<file path="src/rtl/simmem_wresp_delay_tracker.sv">
// simmem_wresp_delay_tracker: counts down per-write delays and grants response release per ID, oldest first.
module simmem_wresp_delay_tracker #(
  parameter int NumSlots   = 8,
  parameter int IDWidth    = 4,
  parameter int DelayWidth = 6,
  parameter int NumIds     = 2**IDWidth
) (
  input  logic                            clk_i,
  input  logic                            rst_i,
  input  logic                            waddr_valid_i,
  output logic                            waddr_ready_o,
  input  logic [IDWidth-1:0]              waddr_id_i,
  input  logic [DelayWidth-1:0]           delay_i,
  output logic [NumIds-1:0]               release_en_o,
  input  logic                            released_valid_i,
  input  logic [IDWidth-1:0]              released_id_i,
  output logic [$clog2(NumSlots+1)-1:0]   occupancy_o
);
  localparam int OccW = $clog2(NumSlots+1);
  logic [NumSlots-1:0]   valid_q, valid_d;
  logic [IDWidth-1:0]    id_q [NumSlots];
  logic [IDWidth-1:0]    id_d [NumSlots];
  logic [DelayWidth-1:0] cnt_q [NumSlots];
  logic [DelayWidth-1:0] cnt_d [NumSlots];
  // age_q[i][j] set: slot j was allocated before slot i
  logic [NumSlots-1:0]   age_q [NumSlots];
  logic [NumSlots-1:0]   age_d [NumSlots];
  logic [NumSlots-1:0]   elig, free_oh, alloc_oh;
  logic                  acc;
  assign waddr_ready_o = ~&valid_q;
  assign acc           = waddr_valid_i && waddr_ready_o;
  assign alloc_oh      = acc ? (~valid_q & (valid_q + NumSlots'(1))) : '0;
  always_comb begin
    elig         = '0;
    free_oh      = '0;
    release_en_o = '0;
    occupancy_o  = '0;
    for (int i = 0; i < NumSlots; i++) begin
      elig[i] = valid_q[i] && cnt_q[i] == '0;
      for (int j = 0; j < NumSlots; j++)
        if (valid_q[j] && age_q[i][j] && id_q[j] == id_q[i]) elig[i] = 1'b0;
      if (elig[i]) release_en_o[id_q[i]] = 1'b1;
      free_oh[i]  = released_valid_i && elig[i] && id_q[i] == released_id_i;
      occupancy_o = occupancy_o + OccW'(valid_q[i]);
    end
  end
  always_comb begin
    for (int i = 0; i < NumSlots; i++) begin
      valid_d[i] = (valid_q[i] && !free_oh[i]) || alloc_oh[i];
      id_d[i]    = alloc_oh[i] ? waddr_id_i : id_q[i];
      cnt_d[i]   = alloc_oh[i] ? delay_i :
                   (valid_q[i] && cnt_q[i] != '0) ? cnt_q[i] - DelayWidth'(1) : cnt_q[i];
      age_d[i]   = alloc_oh[i] ? (valid_q & ~free_oh) :
                   free_oh[i]  ? '0 : (age_q[i] & ~free_oh & ~alloc_oh);
    end
  end
  always_ff @(posedge clk_i or posedge rst_i) begin
    if (rst_i) begin
      valid_q <= '0;
      for (int i = 0; i < NumSlots; i++) begin
        id_q[i]  <= '0;
        cnt_q[i] <= '0;
        age_q[i] <= '0;
      end
    end else begin
      valid_q <= valid_d;
      for (int i = 0; i < NumSlots; i++) begin
        id_q[i]  <= id_d[i];
        cnt_q[i] <= cnt_d[i];
        age_q[i] <= age_d[i];
      end
    end
  end
  // A release for an ID with no eligible entry is a protocol error; state is left untouched.
  a_release_granted: assert property (@(posedge clk_i) disable iff (rst_i)
    released_valid_i |-> release_en_o[released_id_i]);
endmodule
</file>
<file path="config.mk">
export PLATFORM = sky130hd
export DESIGN_NAME = simmem_wresp_delay_tracker
export DESIGN_NICKNAME = d
export VERILOG_FILES = /design/src/rtl/simmem_wresp_delay_tracker.sv
export SDC_FILE = /design/constraint.sdc
export NUM_CORES = 1
export LEC_CHECK = 0
export CAP_MARGIN = 20
export CORE_ASPECT_RATIO = 0.5
export CORE_MARGIN = 3
export CORE_UTILIZATION = 60
export CTS_CLUSTER_DIAMETER = 120
export DETAILED_ROUTE_END_ITERATION = 8
export GPL_ROUTABILITY_DRIVEN = 0
export MAX_ROUTING_LAYER = met4
export PLACE_DENSITY = 0.79
export SETUP_SLACK_MARGIN = 0.3
export SYNTH_ARGS = -nofsm -noshare
export SYNTH_HDL_FRONTEND = slang
export SYNTH_SLANG_ARGS = --single-unit
</file>
<file path="constraint.sdc">
create_clock -name clk_i -period 7.3 [get_ports clk_i]
set_input_delay 1.46 -clock clk_i [delete_from_list [all_inputs] [get_ports clk_i]]
set_output_delay 1.46 -clock clk_i [all_outputs]
set_load 0.01 [all_outputs]
</file>
## Word-level counts from Yosys, hierarchy flattened

Index checks and enable logic that the tools add are counted.

- Register bits: 152
- Output and inout port bits: 21
- Logic and storage cells: 481

- $add $sub $neg: 16
- $lt $le $gt $ge: 16
- Eq/ne operators: 64
- Multiplexer cells: 121
- Bitwise operators: 28
- Reductions and logical operators: 211

Operators with widths:

| operator | number |
|---|---|
| 4-bit equality test | 64 |
| 1-bit logical AND | 169 |
| 8-bit AND | 18 |
| 8-bit two-way mux | 17 |
| 16-bit two-way mux | 8 |
| 16-bit OR | 7 |
| 6-bit two-way mux | 16 |
| 1-bit two-way mux | 72 |
| 6-bit logical NOT | 8 |
| 6-bit nonzero test | 8 |
| 6-bit by 1-bit subtractor with 6-bit output, second input constant | 8 |
| 4-bit by 5-bit < comparator with 1-bit output, second input constant | 8 |
| 1-bit demux with 4-bit select | 8 |
| 4-bit by 1-bit >= comparator with 1-bit output, second input constant | 8 |
| 8-bit NOT | 3 |
| 4-bit by 1-bit adder with 4-bit output | 4 |
| 2-bit nonzero test | 8 |
| 1-bit logical NOT | 9 |
| 8-bit by 1-bit adder with 8-bit output, second input constant | 1 |
| 1-bit logical OR | 8 |
| 8-bit AND reduction | 1 |
| 3-bit by 1-bit adder with 4-bit output | 1 |
| 2-bit by 1-bit adder with 3-bit output | 1 |
| 1-bit by 1-bit adder with 2-bit output | 1 |

## Longest topological paths before layout

- Word-level depth: 25
- Gate-level depth with buffers: 10
- Mapped depth without buffers: 9

## Least setup slack after synthesis

Ideal clock, no wire load.

- Path kind: flip-flop to output port
- Start: register valid_q[0]
- End: output port occupancy_o[2]
- Arrival: 2.750 ns
- Data required time: 5.840 ns
- Setup slack: 3.090 ns
- Stages on the path, launching flop included: 10
- Buffers on the path: 0
- Cells stage by stage: dfrtp_1 fa_1 inv_1 fa_1 fa_1 inv_1 ha_1 inv_1 fa_1 xnor2_1

- Longest elaborated chain between the ends: 7

Ends and longest elaborated chain:

| what | RTL line | RTL |
|---|---|---|
| start, declared | 20 | `logic [NumSlots-1:0] valid_q, valid_d;` |
| start signal, assigned | 66 | `valid_q <= valid_d;` |
| 1-bit by 1-bit adder with 2-bit output | 44 | `occupancy_o = occupancy_o + OccW'(valid_q[i]);` |
| 2-bit by 1-bit adder with 3-bit output | 44 |  |
| 3-bit by 1-bit adder with 4-bit output | 44 |  |
| 4-bit by 1-bit adder with 4-bit output (4 in series) | 44 |  |
| end, declared | 17 | `output logic [$clog2(NumSlots+1)-1:0] occupancy_o` |

Every way passes these cells.

## Worst setup path after layout

- Start: register id_q[9] (netlist name)
- End: output port release_en_o[1]

- Longest elaborated chain between the ends: 20
- Elaborated cells between the ends (all ways): 77

Ends and longest elaborated chain:

| what | RTL line | RTL |
|---|---|---|
| start, declared | 21 | `logic [IDWidth-1:0] id_q [NumSlots];` |
| start signal, assigned by index | 68 | `id_q[i] <= id_d[i];` |
| 4-bit equality test | 41 | `if (valid_q[j] && age_q[i][j] && id_q[j] == id_q[i]) elig[i] = 1'b0;` |
| 1-bit logical AND | 41 |  |
| 1-bit two-way mux (3 in series) | 41 |  |
| 16-bit two-way mux | 42 | `if (elig[i]) release_en_o[id_q[i]] = 1'b1;` |
| 16-bit OR (no source line) | - |  |
| 16-bit two-way mux | 42 |  |
| 16-bit OR (no source line) | - |  |
| 16-bit two-way mux | 42 |  |
| (+2 left out) | - |  |
| 16-bit OR (no source line) | - |  |
| 16-bit two-way mux | 42 |  |
| 16-bit OR (no source line) | - |  |
| 16-bit two-way mux | 42 |  |
| 16-bit OR (no source line) | - |  |
| 16-bit two-way mux | 42 |  |
| 16-bit OR (no source line) | - |  |
| 16-bit two-way mux * | 42 |  |
| end, declared | 14 | `output logic [NumIds-1:0] release_en_o,` |

Every way passes the cells marked *; elsewhere a longest branch is shown, timed or not.

==> results.sh <==
export IMPL_rows=34
export IMPL_maxCapViolCount=0
export IMPL_slew_viol_final=0
export IMPL_initial_core_util_pct=63.4
export IMPL_dr_pass1_iters=9
export IMPL_clockRootBuffer="clkbuf_16"
export IMPL_path_cells="xor2_1 > nor4_1 > a32o_1 > nor4_1 > a22oi_1 > o221ai_1 > a2111o_1 > clkdlybuf4s50_1"
export IMPL_drive_gt1_share_pct=6.54
export IMPL_synth_top_area_share_pct=33.3
export IMPL_drc=0
export IMPL_grt_max_degree=91
export IMPL_synthArstFlopShare_pct=100
export IMPL_ys_warnings_count=0
export IMPL_via_count=11300
export IMPL_fillers=1414
export IMPL_wl_met2_um=15800
export IMPL_ys_seq_elements=152
export IMPL_vdd_drop_max_uv=702
export IMPL_cts_tree="built"
export IMPL_place_ws_ps=2160
export IMPL_max_slew_worst_pin_slew_ps=1170
export IMPL_p_total_w=0.00613
export IMPL_grt_util_all_layers_pct=38.9
export IMPL_highest_signal_layer="met4"
export IMPL_die_x_um=201
export IMPL_antenna_found_initial=0
export IMPL_worstSkewPairLatency_ps=450
export IMPL_synth_nets=1388
export IMPL_post_drt_wl_per_cell_um=25.2
export IMPL_cpMaxStageDelayCell="dfrtp_1"
export IMPL_ys_flop_type="dfrtp_1"
export IMPL_postCtsSetupBuffers=0
export IMPL_timing_final_crit_share_pct=79.3
export IMPL_gr_total_overflow=0
export IMPL_ios=39
export IMPL_layout_setup_ws_ps=1510
export IMPL_clock_sinks=152
export IMPL_min_path_type="register to register"
export IMPL_nets=1340
export IMPL_syn_area_per_cell_sq_um=8.46
export IMPL_final_util_pct=67.9
export IMPL_tns_ps=0
export IMPL_finalWirelength_um=39500
export IMPL_cts_buffers=17
export IMPL_pwr_density_cell_nw_per_um2=502
export IMPL_max_freq_mhz=173
export IMPL_hold_buffers=0
export IMPL_die_area_sq_um=20800
export IMPL_diodes=0
export IMPL_cts_htree_levels=4
export IMPL_finalHoldViolations=0
export IMPL_drt_met1_wl_um=15200
export IMPL_dpl_hpwl_um=27300
export IMPL_postRouteAntennaNets=0
export IMPL_synth_area_leader_cell="dfrtp_1"
export IMPL_ys_types=80
export IMPL_path_common_cell="nor4_1"
export IMPL_setup_viol=0
export IMPL_dp_cells=1529
export IMPL_synth_edf_count=0
export IMPL_end_kind="output pin"
export IMPL_core_area_sq_um=18000
export IMPL_ys_top_cells_by_area="dfrtp_1, nand2_1, xnor2_1"
export IMPL_cp_max_fo=18
export IMPL_status="finished, final reports clean"
export IMPL_crit_arrival_ps=4330
export IMPL_finalCriticalPeriod_ps=5790
export IMPL_path_clk_slew_ps=70
export IMPL_synth_seq_area_share_pct=33.3
export IMPL_worstPathRequired_ps=5840
export IMPL_die_y_um=104
export IMPL_grt_pass1_wl_um=61500
export IMPL_grt_pass1_vias=10500
export IMPL_grt_setup_unrepaired="no"
export IMPL_syn_area_sq_um=11400
export IMPL_p_leak_nw=5.13
export IMPL_cts_buffer_depth=2
export IMPL_maxSlewHeadroom_pct=21.0
export IMPL_io_buffers=38
export IMPL_postSynthCellCount=1349
export IMPL_first_iter_violations=1908
export IMPL_worstSetupStartpointType="register"
export IMPL_synthToLayoutAreaGrowth_pct=7.05
export IMPL_layout_cells_non_filler=1566
export IMPL_cts_resized=0
export IMPL_max_stage_delay_ps=1050
export IMPL_crit_type="register to output pin"
export IMPL_clock_skew_ps=16.2
export IMPL_viasPerCell=7.20
export IMPL_met3_length_um=6360
## Yosys cell counts (23+ instances only)
master and n:
dfrtp_1 152, xor2_1 75, nor4_1 40, nor3_1 37, inv_1 47, nor2_1 59, o21ai_0 49, nand2_1 218
and2_1 28, nand4_1 45, o22ai_1 38, buf_2 36, a21oi_1 27, a32o_1 23, nand3_1 49, clkbuf_1 46
buf_4 25, xnor2_1 82
## metrics by stage
stage | hold slack, ps | cell area [sq um]
3_3_place_gp | 460 | 11600
6_report | 478 | 12200
4_1_cts | 485 | 12200
5_1_grt | 514 | 12200
2_1_floorplan | 444 | 11400
3_5_place_dp | 464 | 11600
## cell families (layout without fill, tap and decap cells)
logic type / Yosys count / in the layout / share of synthesized area, %
compound gates: 249 / 249 / 16.2
xor+xnor: 157 / 157 / 12.0
fa+ha+maj: 21 / 21 / 2.57
buf+inv: 167 / 132 / 7.07
flops: 152 / 152 / 33.3
mux: 4 / 4 / 0.384
simple gates: 599 / 599 / 28.4
## layer usage
metal / GRT usage (%) / vias to the layer above
met4: 17.0 / 0
met3: 15.6 / 234
li1: - / 4752
met5: - / -
met1: 51.3 / 5326
met2: 52.7 / 963
## sequential cells by signal, summed over array words and instances (netlist names)
signal / cells
cnt_q: 48
age_q: 64
valid_q: 8
id_q: 32
## cell usage in the layout (no fill, tap or decap), types with 6 or more instances in the layout
| cell type | n |
|---|---|
| dfrtp_1 | 152 |
| buf_4 | 9 |
| ha_1 | 17 |
| o2111ai_1 | 8 |
| nor4_4 | 7 |
| a32o_1 | 23 |
| clkbuf_16 | 17 |
| nor2_1 | 59 |
| o211ai_1 | 8 |
| nand2_1 | 218 |
| nor4_1 | 39 |
| inv_1 | 46 |
| nand3b_1 | 14 |
| inv_8 | 6 |
| a21oi_1 | 27 |
| a22oi_1 | 10 |
| nand3_1 | 49 |
| o32ai_1 | 10 |
| o21ai_0 | 49 |
| or4_1 | 7 |
| xnor2_1 | 82 |
| or3_1 | 14 |
| a221o_1 | 20 |
| o22ai_1 | 38 |
| nand2b_1 | 21 |
| nand4_1 | 45 |
| o221ai_1 | 15 |
| and2_1 | 28 |
| clkdlybuf4s50_1 | 38 |
| xor2_1 | 75 |
| nor2b_1 | 16 |
| nor3_1 | 37 |
## power by group
part | leakage [nW] | switching, W | internal, W
clock | 0.295 | 0.000452 | 0.000464
combinational | 2.97 | 0.00179 | 0.00138
sequential | 1.87 | 0.000833 | 0.00121
## final timing paths
| kind | startpoint | end | slack, ps | cells past startpoint |
|---|---|---|---|---|
| min in group asynchronous | rst_i | cnt_q[36] | 1570 | 2 |
| hold reg to reg | age_q[56] | age_q[56] | 480 | 1 |
| setup reg to reg | id_q[9] | age_q[9] | 3740 | 7 |
| hold / removal | age_q[56] | age_q[56] | 480 | 1 |
| setup / recovery | id_q[9] | release_en_o[1] | 1510 | 8 |
| max in group asynchronous | rst_i | id_q[6] | 4360 | 3 |
## layout make-up
| class | instances | area (sq um) | share of cell area, % |
|---|---|---|---|
| multi-input combinational | 1030 | 6810 | 55.8 |
| sequential | 152 | 3800 | 31.1 |
| timing repair buffer | 52 | 495 | 4.06 |
| clock buffer | 17 | 425 | 3.48 |
| tap | 252 | 315 | 2.58 |
| inverter | 48 | 188 | 1.54 |
| clock inverter | 15 | 176 | 1.44 |
## worst max-delay path, delay by kind of cell (launching register included)
kind,cells,cell delay (ps)
xor gates and xnor gates,1,140
and+or+nand+nor,2,910
DFF,1,1050
AOI/OAI and AO/OA,4,1270
buffers and inverters,1,500
No activity file was read; power rests on OpenSTA's default activity.
